## config.mk

```make
export PLATFORM = sky130hd
export DESIGN_NAME = pipe_stage_skid_reg
export DESIGN_NICKNAME = d
export VERILOG_FILES = /design/src/rtl/pipe_pkg.sv /design/src/rtl/pipe_slot.sv /design/src/rtl/pipe_stage_skid_reg.sv
export SDC_FILE = /design/constraint.sdc
export NUM_CORES = 1
export LEC_CHECK = 0
export CAP_MARGIN = 10
export CELL_PAD_IN_SITES_DETAIL_PLACEMENT = 1
export CELL_PAD_IN_SITES_GLOBAL_PLACEMENT = 2
export CORE_MARGIN = 2
export CORE_UTILIZATION = 34
export CTS_BUF_LIST = sky130_fd_sc_hd__clkbuf_4 sky130_fd_sc_hd__clkbuf_8
export DETAILED_ROUTE_END_ITERATION = 7
export GPL_TIMING_DRIVEN = 1
export PLACE_DENSITY_LB_ADDON = 0.1
export SLEW_MARGIN = 20
export SYNTH_ARGS = -nofsm -noshare
export SYNTH_HDL_FRONTEND = slang
export SYNTH_SLANG_ARGS = --single-unit
export TNS_END_PERCENT = 10
```

## constraint.sdc

```tcl
create_clock -name clk -period 2.4 [get_ports clk]
set_clock_uncertainty 0.05 [all_clocks]
set_input_delay 0.48 -clock clk [delete_from_list [all_inputs] [get_ports clk]]
set_output_delay 0.48 -clock clk [all_outputs]
set_load 0.05 [all_outputs]
```

## src/rtl/pipe_pkg.sv

```systemverilog
// ---------------------------------------------------------------------------
// pipe_pkg
//   Shared types and constants for the pipeline-stage skid register.
//   - pipe_state_t : occupancy of the stage (empty, main only, main+skid)
//   - CTRL_RST / DATA_RST : per-bit reset value of the control / data bundles
// ---------------------------------------------------------------------------
package pipe_pkg;

  typedef enum logic [1:0] {
    ST_EMPTY = 2'd0,
    ST_FULL  = 2'd1,
    ST_SKID  = 2'd2
  } pipe_state_t;

  // One bit each; replicated to bundle width where used.
  localparam logic CTRL_RST = 1'b0;
  localparam logic DATA_RST = 1'b0;

endpackage

```

## src/rtl/pipe_slot.sv

```systemverilog
// ---------------------------------------------------------------------------
// pipe_slot
//   One storage entry of the stage: a W-bit register with load enable and
//   synchronous active-low clear.
// Ports:
//   clk     in  1  clock, rising edge
//   reset   in  1  synchronous active-low clear to RST_VAL
//   load    in  1  capture d this cycle
//   d       in  W  next contents
//   q       out W  current contents
// ---------------------------------------------------------------------------
module pipe_slot #(
  parameter int             W       = 56,
  parameter logic [W-1:0]   RST_VAL = '0
) (
  input  logic         clk,
  input  logic         reset,
  input  logic         load,
  input  logic [W-1:0] d,
  output logic [W-1:0] q
);

  logic [W-1:0] val_q;
  logic [W-1:0] val_d;

  // d is only looked at when load is set, so junk on an unaccepted input
  // never reaches the register.
  always_comb begin
    val_d = val_q;
    if (load) val_d = d;
  end

  always_ff @(posedge clk) begin
    if (!reset) val_q <= RST_VAL;
    else        val_q <= val_d;
  end

  assign q = val_q;

endmodule

```

## src/rtl/pipe_stage_skid_reg.sv

```systemverilog
// ---------------------------------------------------------------------------
// pipe_stage_skid_reg
//   Pipeline-stage register with valid/ready handshake, flush and a 2-entry
//   skid buffer. in_ready comes straight from a flop, so a downstream stall
//   never creates a combinational path back upstream. Control outputs are
//   masked to zero on bubbles so enables never fire for an invalid slot.
//
// Optional feature macro: PIPE_STALL_CNT_EN
//   defined     -> CNT_W parameter and stall_cnt port present; saturating
//                  count of cycles with out_valid=1 and out_ready=0,
//                  cleared by reset only.
//   not defined -> no counter, no stall_cnt port.
//
// Ports:
//   clk        in   1       clock, rising edge
//   reset      in   1       synchronous, active-low
//   flush      in   1       drop all held entries and the same-cycle input
//   in_valid   in   1       upstream entry valid
//   in_ready   out  1       stage accepts entry (registered)
//   in_ctrl    in   CTRL_W  upstream control bundle
//   in_data    in   DATA_W  upstream data bundle
//   out_valid  out  1       head entry valid
//   out_ready  in   1       downstream consumes head
//   out_ctrl   out  CTRL_W  head control, zero when out_valid=0
//   out_data   out  DATA_W  head data, holds last value when out_valid=0
//   stall_cnt  out  CNT_W   stall cycle count (PIPE_STALL_CNT_EN only)
// ---------------------------------------------------------------------------
module pipe_stage_skid_reg
  import pipe_pkg::*;
#(
  parameter int DATA_W = 40,
  parameter int CTRL_W = 16
`ifdef PIPE_STALL_CNT_EN
  ,
  parameter int CNT_W  = 16
`endif
) (
  input  logic              clk,
  input  logic              reset,
  input  logic              flush,
  input  logic              in_valid,
  output logic              in_ready,
  input  logic [CTRL_W-1:0] in_ctrl,
  input  logic [DATA_W-1:0] in_data,
  output logic              out_valid,
  input  logic              out_ready,
  output logic [CTRL_W-1:0] out_ctrl,
  output logic [DATA_W-1:0] out_data
`ifdef PIPE_STALL_CNT_EN
  ,
  output logic [CNT_W-1:0]  stall_cnt
`endif
);

  localparam int                SLOT_W   = CTRL_W + DATA_W;
  localparam logic [SLOT_W-1:0] SLOT_RST = {{CTRL_W{CTRL_RST}}, {DATA_W{DATA_RST}}};

  pipe_state_t       state_q, state_d;
  logic              in_ready_q, in_ready_d;
  logic              main_load, skid_load;
  logic [SLOT_W-1:0] main_d, main_q, skid_q;
  logic              head_vld;
  logic              in_xfer, out_xfer;

  assign head_vld = (state_q != ST_EMPTY);
  assign in_xfer  = in_valid & in_ready_q;
  assign out_xfer = head_vld & out_ready;

  always_comb begin
    state_d   = state_q;
    main_load = 1'b0;
    skid_load = 1'b0;
    main_d    = {in_ctrl, in_data};
    if (flush) begin
      // Data registers keep their contents; only occupancy is dropped.
      state_d = ST_EMPTY;
    end else begin
      case (state_q)
        ST_EMPTY: begin
          if (in_xfer) begin
            state_d   = ST_FULL;
            main_load = 1'b1;
          end
        end
        ST_FULL: begin
          if (in_xfer && out_xfer) begin
            main_load = 1'b1;
          end else if (in_xfer) begin
            state_d   = ST_SKID;
            skid_load = 1'b1;
          end else if (out_xfer) begin
            state_d = ST_EMPTY;
          end
        end
        ST_SKID: begin
          // in_ready is low here, so only the skid entry moves forward.
          if (out_xfer) begin
            state_d   = ST_FULL;
            main_load = 1'b1;
            main_d    = skid_q;
          end
        end
        default: state_d = ST_EMPTY;
      endcase
    end
    // Ready for next cycle is decided now and held in a flop.
    in_ready_d = (state_d != ST_SKID);
  end

  always_ff @(posedge clk) begin
    if (!reset) begin
      state_q    <= ST_EMPTY;
      in_ready_q <= 1'b1;
    end else begin
      state_q    <= state_d;
      in_ready_q <= in_ready_d;
    end
  end

  pipe_slot #(.W(SLOT_W), .RST_VAL(SLOT_RST)) u_main (
    .clk   (clk),
    .reset (reset),
    .load  (main_load),
    .d     (main_d),
    .q     (main_q)
  );

  pipe_slot #(.W(SLOT_W), .RST_VAL(SLOT_RST)) u_skid (
    .clk   (clk),
    .reset (reset),
    .load  (skid_load),
    .d     ({in_ctrl, in_data}),
    .q     (skid_q)
  );

  assign in_ready  = in_ready_q;
  assign out_valid = head_vld;
  assign out_ctrl  = main_q[SLOT_W-1:DATA_W] & {CTRL_W{head_vld}};
  assign out_data  = main_q[DATA_W-1:0];

`ifdef PIPE_STALL_CNT_EN
  logic [CNT_W-1:0] stall_cnt_q, stall_cnt_d;

  // Saturating; flush has no effect on the count.
  always_comb begin
    stall_cnt_d = stall_cnt_q;
    if (head_vld && !out_ready && (stall_cnt_q != {CNT_W{1'b1}}))
      stall_cnt_d = stall_cnt_q + {{(CNT_W-1){1'b0}}, 1'b1};
  end

  always_ff @(posedge clk) begin
    if (!reset) stall_cnt_q <= '0;
    else        stall_cnt_q <= stall_cnt_d;
  end

  assign stall_cnt = stall_cnt_q;
`endif

endmodule

```

After elaboration in Yosys (flattened, before gate mapping) --
Cells that the tools add are included.
Operators by class: reduce and logical (&&, ||, !) cells 3, equality and inequality tests 3, multiplexer cells 18, bitwise logic cells 3
Operators with widths (number):
- two-way mux 56 bit | 3
- bitwise AND 16 bit | 1
- two-way mux 2 bit | 6
- two-way mux 1 bit | 7
- one-hot mux 2 bit (3 select lines) | 1
- one-hot mux 1 bit (3 select lines) | 1
- bitwise AND 1 bit | 2
- == test 2 x 1 -> 1 bit, second input constant | 1
- == test 2 bit, second input constant | 1
- zero test 2 bit | 1
- inequality test 2 bit, second input constant | 1
- nonzero test 2 bit | 1
- logical AND 1 bit | 1
Storage, ports and cells: word-level logic and storage cells 31, output and inout bits 58, register bits 115, input bits 61

Depth between registers and ports, before layout --
word-level depth 8, gate-level depth with buffers 7, depth with buffers taken out 4

Modules after synthesis --
Synthesis repeated with hierarchy kept, for this count alone.
Unflattened totals: cells, all modules 461, area total of the unflattened synthesis 5257.5 µm²
By module, submodules not included:
- pipe_slot | sequential area each 1121.1 µm², area an instance 2134.5 µm², cells each 180, times used 2
- pipe_stage_skid_reg | sequential area each 60.1 µm², area an instance 988.4 µm², cells each 101, times used 1

Worst setup path after synthesis --
No wires, ideal clock.
path kind register to output, start point reg state_q[1], end point out out_ctrl[10], required time 1870 ps, setup slack 401 ps, buffers on the path 2, data arrival time 1469 ps, stages on the path, launching flop included 5, cells stage by stage dfxtp_1 -> buf_2 -> nor2_1 -> clkbuf_1 -> nor2b_1
On the way: cells in the longest elaborated chain, start to end 2
Ends and longest elaborated chain:
- start, declared | RTL line pipe_stage_skid_reg.sv:58 | pipe_state_t state_q, state_d;
- start signal, assigned | RTL line pipe_stage_skid_reg.sv:115 | state_q <= state_d;
- nonzero test 2 bit | RTL line pipe_stage_skid_reg.sv:65 | assign head_vld = (state_q != ST_EMPTY);
- bitwise AND 16 bit | RTL line pipe_stage_skid_reg.sv:138 | assign out_ctrl = main_q[SLOT_W-1:DATA_W] & {CTRL_W{head_vld}};
- end, declared | RTL line pipe_stage_skid_reg.sv:47 | output logic [CTRL_W-1:0] out_ctrl,
No other way between the ends.

Final worst setup path --
start point reg in_ready_q (netlist: in_ready), end point out in_ready
RTL lines:
- start, declared | RTL line pipe_stage_skid_reg.sv:59 | logic in_ready_q, in_ready_d;
- start signal, assigned | RTL line pipe_stage_skid_reg.sv:116 | in_ready_q <= in_ready_d;
- end, declared | RTL line pipe_stage_skid_reg.sv:42 | output logic in_ready,
No word-level cell between the ends.

==> flow_summary_export.csv <==
group,metric,value,unit
yosys,synth.most_common_cell,"nand2_1",
grt,grt.overflow.total,0,
timing,worst_pin_slew,518,ps
power_and_ir_drop,power.share.clock,41.3,%
yosys,ys_seq_area_share,43.6,%
clocking,cts_hold_buf,0,
clocking,h-tree-depth,4,
timing,max_clock_freq,0.449,GHz
power_and_ir_drop,ir_worst_vdd,0.000301,V
timing,period_needed,2230,ps
critical_path,crit_chain,"clkdlybuf4s50_1",
floorplan,pin_count,119,
critical_path,worstPathMaxFanout,6,
floorplan,core_area,0.0152,mm2
yosys,synth-main-ff-cell,"dfxtp_1",
yosys,syn_area,0.00528,mm2
yosys,yosys-top-cells-count,"nand2_1, dfxtp_1, mux2i_1, o211a_1, buf_4",
clocking,path_clk_slew,70,ps
critical_path,critical_path.top_delay_family,"buffers and inverters",
timing,rsz0062_at_grt,"no",
routing,vias,4112,
floorplan,die_w,129,um
timing,relSlewSlack,65.4,%
routing,dr.pass1.iters,6,
grt,grt_max_degree,57,
clocking,root_buffer,"clkbuf_8",
critical_path,path_buf_inv,1,
critical_path,critPathCaptureType,"primary output",
layout,fillers,1741,
routing,ant_nets,0,
yosys,yosysWarningCount,0,
place,io_buffers,118,
status,status,"finished, final reports clean",
timing,fin_setup_tns,0,ps
grt,grt_use_total,16.5,%
yosys,synth_cell_types,27,
power_and_ir_drop,pwr-share-seq,43.3,%
power_and_ir_drop,p_leak,2.84,nW
clocking,cts_resized,0,
yosys,synth.largest_area_cell,"dfxtp_1",
clocking,clock_latency,420,ps
timing,report.final.slew_viol_count,0,
timing,finalCritPeriodShare,92.9,%
floorplan,start_util,34.7,%
grt,antenna_found_initial,0,
job,drv_cap,0,
routing,routedWlPerCell,15.6,um
place,place_congestion,0.694,
place,dp_hpwl,8410,um
floorplan,die_h,129,um
grt,grt_pass1_vias,4251,
yosys,yosysTopAreaCellShare,43.6,%
critical_path,critPathSlowestCell,"clkdlybuf4s50_1",
power_and_ir_drop,p_sw,1.24,mW
timing,hold_viol_final,0,
critical_path,cp.arrival,1700,ps
clocking,cts_tree,"built",
timing,hold_slack,403,ps
clocking,numClockSinks,115,
routing,drt-initial-drc-count,137,
critical_path,path_class,"flip-flop to primary output",
critical_path,critPathLaunchType,"flip-flop",
power_and_ir_drop,powerDensity,702,mW/mm2
critical_path,slowest_delay,850,ps
routing,drc,0,
min_path,worstHoldPathType,"flip-flop to flip-flop",
floorplan,die_area,0.0165,mm2
floorplan,rows,45,
power_and_ir_drop,p_comb_share,15.4,%
grt,grt_pass1_wl,21300,um
critical_path,cp.required,1870,ps
yosys,synth.avg_cell_area,9.25,um2
routing,drt-vias-per-instance,4.90,
layout,layout-drive-gt1-share,10.6,%
routing,drt_wl_total,13100,um
clocking,cts_buffer_depth,2,
layout,final_nets,700,
timing,setup_viol,0,
clocking,cts_buffers,17,
yosys,synth_area_leaders,"dfxtp_1, nand2_1, mux2i_1, o211a_1, buf_4",
yosys,ys_ff_latch,115,
power_and_ir_drop,internal-power,3.48,mW
layout,num_antenna_cells,0,
power_and_ir_drop,switching_share,26.3,%
yosys,synthArstFlopShare,0,%
yosys,synth_nets,632,
clocking,cts_setup_buffers,0,
yosys,synth_edf_count,0,
yosys,synthCells,571,
layout,synthToLayoutAreaGrowth,27.2,%
-- per-layer routing --
layer  wire, um  share of wire (%)  track usage (%)
met3        637                4.9             5.49
met4         91               0.69             5.31
met5          0                  0                0
met1       6260                 48             20.6
met2       6110                 47             26.9
-- power groups by stage --
| stage | combinational, mW | sequential [mW] | clock [mW] |
|---|---|---|---|
| 3_3_place_gp | 0.722 | 2.08 | 0 |
| 2_1_floorplan | 0.521 | 2.07 | 0 |
| 5_1_grt | 0.773 | 2.05 | 2.13 |
| 3_5_place_dp | 0.732 | 2.09 | 0 |
| 6_report | 0.725 | 2.04 | 1.95 |
| 4_1_cts | 0.735 | 2.04 | 2.02 |
-- cell type report --
| cell class | count | area, um2 | share of cell area (%) |
|---|---|---|---|
| Clock inverter | 9 | 125 | 1.86 |
| Inverter | 1 | 3.75 | 0.0559 |
| Clock buffer | 23 | 310 | 4.62 |
| Multi-Input combinational cell | 371 | 2430 | 36.2 |
| Sequential cell | 115 | 2300 | 34.3 |
| Tap cell | 188 | 235 | 3.50 |
| Timing Repair Buffer | 133 | 1310 | 19.5 |
-- layout by cell type (no fill, tap or decap), types with 16 or more instances in the layout --
cell | Yosys | layout
buf_4 | 46 | 28
nand2_1 | 169 | 169
clkdlybuf4s50_1 | 0 | 100
a21boi_0 | 16 | 16
nor2b_1 | 16 | 16
o211a_1 | 56 | 56
mux2i_1 | 57 | 57
dfxtp_1 | 115 | 115
clkbuf_8 | 0 | 22
a21boi_1 | 40 | 40
-- metrics by stage --
step	util [%]	setup slack, ps	cell area [um2]	power (mW)	instances
final	44.2	171	6720	4.72	840
after global routing	44.2	86.4	6720	4.95	840
after CTS	44.2	119	6720	4.80	840
after detailed placement	41.3	28.7	6280	2.82	808
after global placement	41.3	100	6280	2.81	808
after floorplan	-	401	5280	2.59	571
-- final timing paths --
kind,endpoint,slack (ps),cells past startpoint,start
setup reg to reg,u_skid.q[48]$_SDFFE_PN0P_,570,5,in_ready$_SDFF_PN1_
setup / recovery,in_ready,170,1,in_ready$_SDFF_PN1_
hold / removal,u_skid.q[39]$_SDFFE_PN0P_,400,2,u_skid.q[39]$_SDFFE_PN0P_
hold reg to reg,u_skid.q[39]$_SDFFE_PN0P_,400,2,u_skid.q[39]$_SDFFE_PN0P_
-- tightest hold or removal path: stages, from the launching register on --
cell and delay, ps:
dfxtp_1 310, nand2_1 50, a21boi_1 50
-- logic make-up after synthesis --
kind of cell           count (synthesis)  share of synthesized area (%)
buffers and inverters                 85                           10.8
AOI/OAI and AO/OA                    116                           19.2
muxes                                 57                           10.8
and+or+nand+nor                      198                           15.6
DFF                                  115                           43.6
-- state kept, by name, indices dropped and copies added, names as in the netlist --
name and count:
u_skid.q 56, state_q 2, u_main.q 56, in_ready 1
Power figures use the tool's default switching activity.
